--- src/rtl/pipelined_adder.sv ---
// -----------------------------------------------------------------------------
// pipelined_adder
//
// Pipelined add/subtract unit with a valid/ready stream interface. The
// operands are cut into STAGES slices of SW = WIDTH/STAGES bits. Stage k
// resolves slice k, and a registered carry links each stage to the next, so
// the critical path is one SW-bit adder no matter how wide WIDTH grows.
//
// Skew: every stage carries the full A and effective-B words forward, so the
//   upper slices are still present when their stage is reached.
// Deskew: every stage also carries the partial sum, so the lower result
//   slices arrive aligned with the top slice at the last stage.
//
// The pipeline stalls globally. When the output holds a result that the
// consumer is not taking, every stage holds, and in_ready drops.
//
// Parameters
//   WIDTH   operand/result width; must be a multiple of STAGES, >= 2
//   STAGES  pipeline depth and slice count, 1 <= STAGES <= WIDTH
//
// Ports
//   clk        clock; all state updates on the rising edge
//   rst_n      asynchronous active-low reset
//   in_valid   operand beat offered
//   in_ready   beat accepted this cycle (= !out_valid || out_ready)
//   a, b       operands (two's complement or unsigned)
//   cin        carry-in for add / borrow-in for subtract
//   sub        0: a + b + cin, 1: a - b - cin
//   out_valid  result beat present
//   out_ready  consumer takes the result this cycle
//   sum        result modulo 2^WIDTH (0 when out_valid = 0)
//   cout       carry-out for add / NOT-borrow for subtract (0 when idle)
//   ovf        signed overflow (0 when idle)
// -----------------------------------------------------------------------------
module pipelined_adder #(
    parameter int WIDTH  = 16,
    parameter int STAGES = 4
) (
    input  logic             clk,
    input  logic             rst_n,
    input  logic             in_valid,
    output logic             in_ready,
    input  logic [WIDTH-1:0] a,
    input  logic [WIDTH-1:0] b,
    input  logic             cin,
    input  logic             sub,
    output logic             out_valid,
    input  logic             out_ready,
    output logic [WIDTH-1:0] sum,
    output logic             cout,
    output logic             ovf
);

    localparam int SW = WIDTH / STAGES;

    // Per-stage inputs. Stage 0 takes them from the ports, and stage k takes
    // them from the registers of stage k-1.
    logic [WIDTH-1:0] w_ain [STAGES];
    logic [WIDTH-1:0] w_bin [STAGES];
    logic [WIDTH-1:0] w_sin [STAGES];
    logic             w_cin [STAGES];
    logic             w_vin [STAGES];

    // Per-stage registers
    logic [WIDTH-1:0] r_a [STAGES];   // operand A (skew)
    logic [WIDTH-1:0] r_b [STAGES];   // effective operand B (skew)
    logic [WIDTH-1:0] r_s [STAGES];   // partial sum, slices 0..k (deskew)
    logic             r_c [STAGES];   // carry out of slice k
    logic             r_v [STAGES];   // stage holds a real beat
    logic             r_ovf;          // overflow flag, last stage only

    logic w_advance;
    logic w_ovf_next;

    // One global enable. A stalled output freezes the whole pipe, so no
    // per-stage skid buffering is needed.
    assign w_advance = !r_v[STAGES-1] || out_ready;

    for (genvar k = 0; k < STAGES; k++) begin : g_stage
        logic [SW:0]      w_slice;
        logic [WIDTH-1:0] w_snext;

        if (k == 0) begin : g_first
            // Subtract is a + ~b + !cin. The inversion happens once, at entry.
            assign w_ain[k] = a;
            assign w_bin[k] = b ^ {WIDTH{sub}};
            assign w_sin[k] = '0;
            assign w_cin[k] = cin ^ sub;
            assign w_vin[k] = in_valid;
        end else begin : g_next
            assign w_ain[k] = r_a[k-1];
            assign w_bin[k] = r_b[k-1];
            assign w_sin[k] = r_s[k-1];
            assign w_cin[k] = r_c[k-1];
            assign w_vin[k] = r_v[k-1];
        end

        assign w_slice = {1'b0, w_ain[k][k*SW +: SW]}
                       + {1'b0, w_bin[k][k*SW +: SW]}
                       + {{SW{1'b0}}, w_cin[k]};

        always_comb begin
            w_snext               = w_sin[k];
            w_snext[k*SW +: SW]   = w_slice[SW-1:0];
        end

        if (k == STAGES - 1) begin : g_ovf
            // The carry into the MSB is recovered as a ^ b ^ sum at that bit.
            // XORing it with the carry out gives signed overflow.
            assign w_ovf_next = w_ain[k][WIDTH-1] ^ w_bin[k][WIDTH-1]
                              ^ w_slice[SW-1] ^ w_slice[SW];
        end

        // NOTE: the data registers are reset as well as the valid bits. This
        // gives a deterministic post-reset state and keeps the X-free output
        // gating independent of what the pipe held before reset.
        always_ff @(posedge clk or negedge rst_n) begin
            if (!rst_n) begin
                r_v[k] <= 1'b0;
                r_a[k] <= '0;
                r_b[k] <= '0;
                r_s[k] <= '0;
                r_c[k] <= 1'b0;
            end else if (w_advance) begin
                // NOTE: non-blocking assignments, so each stage samples the
                // previous stage's value from before this edge.
                r_v[k] <= w_vin[k];
                if (w_vin[k]) begin
                    r_a[k] <= w_ain[k];
                    r_b[k] <= w_bin[k];
                    r_s[k] <= w_snext;
                    r_c[k] <= w_slice[SW];
                end
            end
        end
    end

    always_ff @(posedge clk or negedge rst_n) begin
        if (!rst_n) begin
            r_ovf <= 1'b0;
        end else if (w_advance && w_vin[STAGES-1]) begin
            r_ovf <= w_ovf_next;
        end
    end

    assign in_ready  = w_advance;
    assign out_valid = r_v[STAGES-1];

    // Gate the outputs so an idle pipe never shows stale or garbage data
    assign sum  = r_v[STAGES-1] ? r_s[STAGES-1] : '0;
    assign cout = r_v[STAGES-1] & r_c[STAGES-1];
    assign ovf  = r_v[STAGES-1] & r_ovf;

endmodule

--- config.mk ---
export PLATFORM = sky130hd
export DESIGN_NAME = pipelined_adder
export DESIGN_NICKNAME = d
export VERILOG_FILES = /design/src/rtl/pipelined_adder.sv
export SDC_FILE = /design/constraint.sdc
export NUM_CORES = 1
export LEC_CHECK = 0
export ABC_CLOCK_PERIOD_IN_PS = 2600
export BUFFER_PORTS_ARGS = -buffer_cell sky130_fd_sc_hd__clkbuf_2
export CAP_MARGIN = 5
export CORE_ASPECT_RATIO = 1.2
export CORE_UTILIZATION = 45
export DETAILED_ROUTE_END_ITERATION = 8
export GPL_ROUTABILITY_DRIVEN = 0
export SKIP_LAST_GASP = 1
export SLEW_MARGIN = 20
export SYNTH_ARGS = -nofsm -noshare
export SYNTH_HDL_FRONTEND = slang
export SYNTH_SLANG_ARGS = --single-unit
--- constraint.sdc ---
create_clock -name clk -period 2.6 [get_ports clk]
set_input_delay 0 -clock clk [delete_from_list [all_inputs] [get_ports clk]]
set_output_delay 0 -clock clk [all_outputs]
set_load 0.02 [all_outputs]
==> results of run 1 <==
Yosys cell counts, drive strengths merged:
master / number / area (um2)
clkbuf: 2 / 8.750
nand2: 36 / 182.7
and2: 18 / 112.6
nand2b: 1 / 6.260
a21o: 8 / 60.06
xor2: 12 / 105.1
a21oi: 9 / 45.04
o21ai: 26 / 130.1
mux2: 66 / 942.2
fa: 8 / 160.2
ha: 12 / 150.1
nor2: 1 / 3.750
xnor2: 14 / 122.6
buf: 12 / 113.9
inv: 9 / 41.29
and2b: 1 / 10.01
dfrtp: 97 / 2427
cell families after synthesis:
kind of cell,count (synthesis),synth area share [%]
AND/OR/NAND/NOR,57,6.822
adder cells (fa/ha/maj),20,6.713
buffers and inverters,23,3.546
AO/OA/AOI/OAI,43,5.089
multiplexers,66,20.38
XOR/XNOR,26,4.927
flip-flops,97,52.52
registers in the layout (all words and copies together), names as in the netlist:
name             flops
r_s                 16
r_c                  4
out_valid            1
r_a                 24
r_b                 24
r_v                  3
g_stage.w_snext     24
r_ovf                1
path summary, 6_finish.rpt:
kind,from,end,slack [ns],depth (start not counted)
setup / recovery,r_a[28]$_DFFE_PN0P_,r_ovf$_DFFE_PN0P_,0.58,6
hold / removal,a[3],r_c[3]$_DFFE_PN0P_,0.07,4
hold reg to reg,r_s[14]$_DFFE_PN0P_,r_s[14]$_DFFE_PN0P_,0.47,2
setup reg to reg,r_a[28]$_DFFE_PN0P_,r_ovf$_DFFE_PN0P_,0.58,6
max in group asynchronous,rst_n,r_s[10]$_DFFE_PN0P_,1.60,3
min in group asynchronous,rst_n,r_s[15]$_DFFE_PN0P_,0.25,2
area by class of cell:
cell class                      count  area [um2]  share of cell area [%]
Clock buffer                       11       252.7                   4.550
Clock inverter                      5       77.57                   1.396
Inverter                            9       41.29                  0.7432
Multi-Input combinational cell    212        2031                   36.55
Sequential cell                    97        2427                   43.69
Tap cell                          126       157.7                   2.838
Timing Repair Buffer               86       568.0                   10.23
worst register-to-register path: cells and delay by family, from the launching register on:
family	cells	cell delay, ns
AOI/OAI and AO/OA	3	0.48
xor gates and xnor gates	1	0.13
adders and majority gates	2	0.88
DFF	1	0.39
stage by stage:
step / hold slack [ns] / setup WS, ns / std cells
after global routing: 0.09025 / 0.4535 / 546
after floorplan: -0.2956 / 0.6889 / 332
after CTS: 0.06095 / 0.5776 / 546
after global placement: 0.09582 / 0.6202 / 505
after detailed placement: 0.1016 / 0.5846 / 505
final: 0.06955 / 0.5827 / 546
power by group:
part           switching [W]  internal [W]
Combinational        0.00113       0.00151
Sequential          0.000414       0.00219
Clock               0.000529      0.000891
routing by layer:
metal | GRT usage [%] | share of wire, % | up-vias
li1 | - | - | 1293
met1 | 21.40 | 51 | 1148
met2 | 21.16 | 43 | 48
met3 | 3.898 | 4.3 | 10
met4 | 5.758 | 1.9 | 0
met5 | 0 | 0 | -
==> summary.md, run 1 <==
| Metric | Value |
|---|---|
| Initial DRC count | `between 40 and 50` |
| Initial Util | `46.18%` |
| Routed WL per cell | `about 12 um` |
| Max Root-Sink Buffers | `2` |
| Max-cap violation count | `0` |
| Final setup vio count | `0` |
| RSZ-0062 raised after global routing | `false` |
| Worst ir drop on vdd | `0.0004716 V` |
| #FFs+latches synth | `97` |
| # diodes | `0` |
| Post-Route Utilization | `55.50%` |
| Core Footprint | `0.01001 mm2` |
| TritonRoute pass-1 iters | `4` |
| IO Count | `58` |
| Design area | `0.005555 mm2` |
| Initial antenna violation count | `0` |
| Pin count of the biggest net entering global routing | `a little under 60` |
| Most used cell, CP | `fa_1` |
| Row cnt | `40` |
| Critical path type | `reg -> reg` |
| Routed via count | `approximately 2500` |
| Nets | `473` |
| Hold/Removal Path Class | `in -> reg` |
| First-pass GRT wire length | `12080 um` |
| Yosys cell types | `24` |
| Worst setup EP type | `flop` |
| Fmax | `around 0.50 GHz` |
| CTS root buf | `clkbuf_16` |
| Clock sinks | `97` |
| Fill cells | `885` |
| DIE AREA | `0.01068 mm2` |
| GRT Util Overall | `14.76%` |
| Clock Skew | `between 0.006 and 0.007 ns` |
| Drt total wl | `a little under 7000 um` |
| Status | `finished, final reports clean` |
| Vias in the first global route | `between 2000 and 2500` |
| CP arrival | `2.22 ns` |
| Cells after Synth | `roughly 330` |
| Static leakage | `2.766 nW` |
| Layout cells sized above 1 | `35.48%` |
| P per Cell Area | `1201 mW/mm2` |
| Final period util | `a little under 80%` |
| Mapped Area | `0.004622 mm2` |
| TNS Setup | `0 ns` |
| Port Buffers | `57` |
| Max-slew violation count | `0` |
| Gr ovfl total | `0` |
| Drt drc | `0` |
| Crit-path max FO | `2` |
| Total power | `0.006671 W` |
| Synth Warn # | `0` |
| Most frequent cells in the layout | `97 x dfrtp_1, 56 x clkbuf_2, 53 x mux2_4` |
| Die width | `around 95 um` |
| CP max-delay cell | `fa_1` |
| # Post-CTS Setup Buffers | `0` |
| Routed vias/inst | `4.577` |
| Crit path buffers/inverters | `0` |
| CP delay by family, top | `adder cells` |
| Worst-Margin Slew | `0.6934 ns` |
| Slowest stage delay, CP | `between 0.4 and 0.5 ns` |
| Crit path cell chain | `fa_1 -> fa_1 -> a21o_1 -> a21oi_1 -> xnor2_1 -> o21ai_0` |
| Clock transition at path regs | `roughly 0.060 ns` |
| Die Ht | `113.0 um` |
| Detail Route Antenna Nets | `0` |
| Post-DP Area | `0.004975 mm2` |
| Hold_buf cts | `25` |
| Area Growth Syn to Fin | `20.19%` |
| Synth Net Count | `390` |
| Mean Syn Cell Area | `13.92 um2` |
| CTS buffer count | `9` |
| Commonest non-fill, non-tap cell in the layout | `dfrtp_1` |
| Worst EP required | `2.81 ns` |
| CP startpoint kind | `flop` |
| CTS H-Tree Depth | `3` |
| Slew headroom | `53.78%` |
| Fin. Hold Viols | `0` |
| CTS tree | `built` |
| Final min period | `2.017 ns` |
| Post_cts resized | `0` |
| Clk_lat worst skew | `0.34 ns` |
| Sequential fraction of the synthesis area | `52.52%` |
| Final HPWL DP | `between 4000 and 5000 um` |
Note: power is estimated with default switching activity, not from simulation.
==> run 2: changes to the inputs <==
- ABC_CLOCK_PERIOD_IN_PS: 2600 -> 1660
- PLACE_DENSITY: not set -> 0.67
- clock period: 2.6 -> 1.66 ns (I/O delays scaled with it)
==> summary.md, run 2 (synthesis gave the netlist of run 1 again) <==
| Metric | Value |
|---|---|
| Status | `finished with violations (was finished, final reports clean)` |
| Failing checks | `negative setup slack` |
| Max-cap violation count | `0 (unchanged)` |
| Routed vias/inst | `4.617 (was 4.577)` |
| R2r setup slk | `-0.15 ns (was 0.58 ns)` |
| Fill cells | `853 (was 885)` |
| Int Pwr | `0.007364 W (was 0.004596 W)` |
| Sequential Power Share | `38.1% (was 39.1%)` |
| Pin count of the biggest net entering global routing | `46 (was 58)` |
| TritonRoute pass-1 iters | `4 (unchanged)` |
| Reg2reg path depth | `6 (unchanged)` |
| CP max-delay cell | `fa_2 (was fa_1)` |
| Drt total wl | `7140 um (was 6771 um)` |
| DIE AREA | `0.01068 mm2 (unchanged)` |
| Routed via count | `2567 (was 2499)` |
| Vias in the first global route | `2533 (was 2491)` |
| Die width | `94.52 um (unchanged)` |
| Worst-Margin Slew | `0.4743 ns (was 0.6934 ns)` |
| Most used cell, CP | `fa_2 (was fa_1)` |
| Slowest stage delay, CP | `0.42 ns (was 0.46 ns)` |
| FF-to-FF End | `r_ovf$_DFFE_PN0P_ (unchanged)` |
| Crit path launch | `r_c[1]$_DFFE_PN0P_ (was r_a[28]$_DFFE_PN0P_)` |
| Initial Util | `46.18% (unchanged)` |
| Layout cells sized above 1 | `40.47% (was 35.48%)` |
| CP startpoint kind | `flop (unchanged)` |
| Crit path cell chain | `fa_2 -> fa_2 -> a21o_1 -> a21oi_2 -> xnor2_1 -> o21ai_1 (was fa_1 -> fa_1 -> a21o_1 -> a21oi_1 -> xnor2_1 -> o21ai_0)` |
| GRT Util Overall | `15.10% (was 14.76%)` |
| Detail Route Antenna Nets | `0 (unchanged)` |
| Final min period | `1.811 ns (was 2.017 ns)` |
| Clock transition at path regs | `0.07 ns (was 0.06 ns)` |
| Worst EP required | `1.88 ns (was 2.81 ns)` |
| Final period util | `109.1% (was 77.59%)` |
| Design area | `0.005677 mm2 (was 0.005555 mm2)` |
| Routed WL per cell | `12.84 um (was 12.40 um)` |
| P per Cell Area | `1903 mW/mm2 (was 1201 mW/mm2)` |
| Max Root-Sink Buffers | `2 (unchanged)` |
| Static leakage | `2.809 nW (was 2.766 nW)` |
| Drt drc | `0 (unchanged)` |
| Total area of sequential cells | `0.002427 mm2 (unchanged)` |
| Comb power frac | `41.3% (was 39.6%)` |
| Clock Skew | `0.008283 ns (was 0.006307 ns)` |
| Worst reg2reg path startpoint | `r_c[1]$_DFFE_PN0P_ (was r_a[28]$_DFFE_PN0P_)` |
| End of the critical path | `r_ovf$_DFFE_PN0P_ (unchanged)` |
| Initial antenna violation count | `0 (unchanged)` |
| CTS buffer count | `9 (unchanged)` |
| First-pass GRT wire length | `12360 um (was 12080 um)` |
| Clock sinks | `97 (unchanged)` |
| Initial DRC count | `103 (was 46)` |
| Nets | `483 (was 473)` |
| Post-DP Area | `0.005039 mm2 (was 0.004975 mm2)` |
| Total power | `0.01080 W (was 0.006671 W)` |
| Final setup margin | `-0.1505 ns (was 0.5827 ns)` |
| Port Buffers | `57 (unchanged)` |
| IO Count | `58 (unchanged)` |
| Final setup vio count | `2 (was 0)` |
| Most frequent cells in the layout | `97 x dfrtp_1, 56 x clkbuf_2, 53 x mux2_4 (unchanged)` |
| Sw frac | `31.83% (was 31.11%)` |
| Clk_lat worst skew | `0.34 ns (about the same)` |
| Area of the multi-input gates | `0.002066 mm2 (was 0.002031 mm2)` |
| # diodes | `0 (unchanged)` |
| Hold/Removal Path Class | `in -> reg (unchanged)` |
| Worst setup EP type | `flop (unchanged)` |
| Crit-path max FO | `2 (unchanged)` |
| Commonest non-fill, non-tap cell in the layout | `dfrtp_1 (unchanged)` |
| CP arrival | `2.03 ns (was 2.22 ns)` |
| Final HPWL DP | `5035 um (was 4889 um)` |
| Clk pwr share | `20.5% (was 21.3%)` |
| Slew headroom | `68.35% (was 53.78%)` |
| CTS tree | `built (unchanged)` |
| RSZ-0062 raised after global routing | `true (was false)` |
| Area Growth Syn to Fin | `22.82% (was 20.19%)` |
| CTS root buf | `clkbuf_16 (unchanged)` |
| Max-slew violation count | `0 (unchanged)` |
| Row cnt | `40 (unchanged)` |
| Die Ht | `113.0 um (unchanged)` |
| Critical path type | `reg -> reg (unchanged)` |
| CTS H-Tree Depth | `3 (unchanged)` |
| Reported net switching power | `0.003438 W (was 0.002075 W)` |
| Fin. Hold Viols | `0 (unchanged)` |
| Worst ir drop on vdd | `0.0007364 V (was 0.0004716 V)` |
| Gr ovfl total | `0 (unchanged)` |
| Fmax | `0.5523 GHz (was 0.4957 GHz)` |
| Core Footprint | `0.01001 mm2 (unchanged)` |
## run 2: changes by cell type in the layout (fill, tap and decap cells not counted), moves of 3 or more
| cell | previous run | this run |
|---|---|---|
| inv_1 | 8 | 5 |
| a21oi_2 | 0 | 4 |
| o21ai_1 | 0 | 4 |
| buf_4 | 5 | 14 |
| inv_2 | 0 | 3 |
| fa_1 | 8 | 0 |
| a21oi_1 | 9 | 5 |
| o21ai_0 | 26 | 22 |
| fa_2 | 0 | 8 |
## run 2: critical path, delay by kind of cell, from the launching register on
family | cells | cell delay (ns)
fa+ha+maj | 2 | 0.77
flops | 1 | 0.41
compound gates | 3 | 0.38
xor+xnor | 1 | 0.13
## run 2: what timing repair did
item | 4_1_cts | 5_1_grt
hold endpoints to repair | 98 | 0
hold buffers | 25 | 0
endpoints found under the setup margin | 5 | 8
buffers inserted | 2 | 3
pin swaps | 6 | 9
gates resized for setup | 5 | 8
cloned | 0 | 0
## run 2: layout make-up
cell class                 count  area share, %
clock inverter                 6          1.587
inverter                       9         0.7274
clock buffer                  10          4.210
tap                          126          2.777
timing repair buffer          96          11.55
multi-input combinational    212          36.39
sequential                    97          42.76
## run 2: stage by stage
stage	std cells	worst slack, ns	utilization, %	setup TNS (ns)	hold WS, ns
after floorplan	332	-0.1044	-	-0.1116	-0.2956
after global placement	510	-0.1452	50.34	-0.1745	-0.04654
after detailed placement	510	-0.1806	50.34	-0.3270	-0.04217
after CTS	553	-0.1792	56.36	-0.2481	0.05526
after global routing	556	-0.2058	56.71	-0.4287	0.09492
final	556	-0.1505	56.71	-0.1956	0.05920
## run 2: metal layers
layer | vias up | GRT usage (%) | part of all wire (%)
li1 | 1313 | - | -
met1 | 1195 | 22.10 | 48
met2 | 51 | 21.79 | 46
met3 | 8 | 3.562 | 4.0
met4 | 0 | 5.758 | 1.3
met5 | - | 0 | 0
## run 2: worst min path at each step
stage	start	end	slack (ns)	depth (start not counted)
floorplan	rst_n	g_stage[1].w_snext[0]$_DFFE_PN0P_	-0.30	0
global route	out_ready	r_v[1]$_DFFE_PN0N_	0.09	4
CTS	a[3]	r_c[3]$_DFFE_PN0P_	0.06	4
global placement	rst_n	r_a[54]$_DFFE_PN0P_	-0.05	1
finish	a[3]	r_c[3]$_DFFE_PN0P_	0.06	4
detailed placement	rst_n	r_b[55]$_DFFE_PN0P_	-0.04	1
## run 2: power by group through the flow
stage | Sequential [W] | Clock (W) | Combinational [W]
floorplan | 0.00395 | 0 | 0.00361
global placement | 0.00410 | 0 | 0.00417
detailed placement | 0.00418 | 0 | 0.00430
CTS | 0.00414 | 0.00228 | 0.00443
global route | 0.00425 | 0.00237 | 0.00497
finish | 0.00412 | 0.00222 | 0.00446
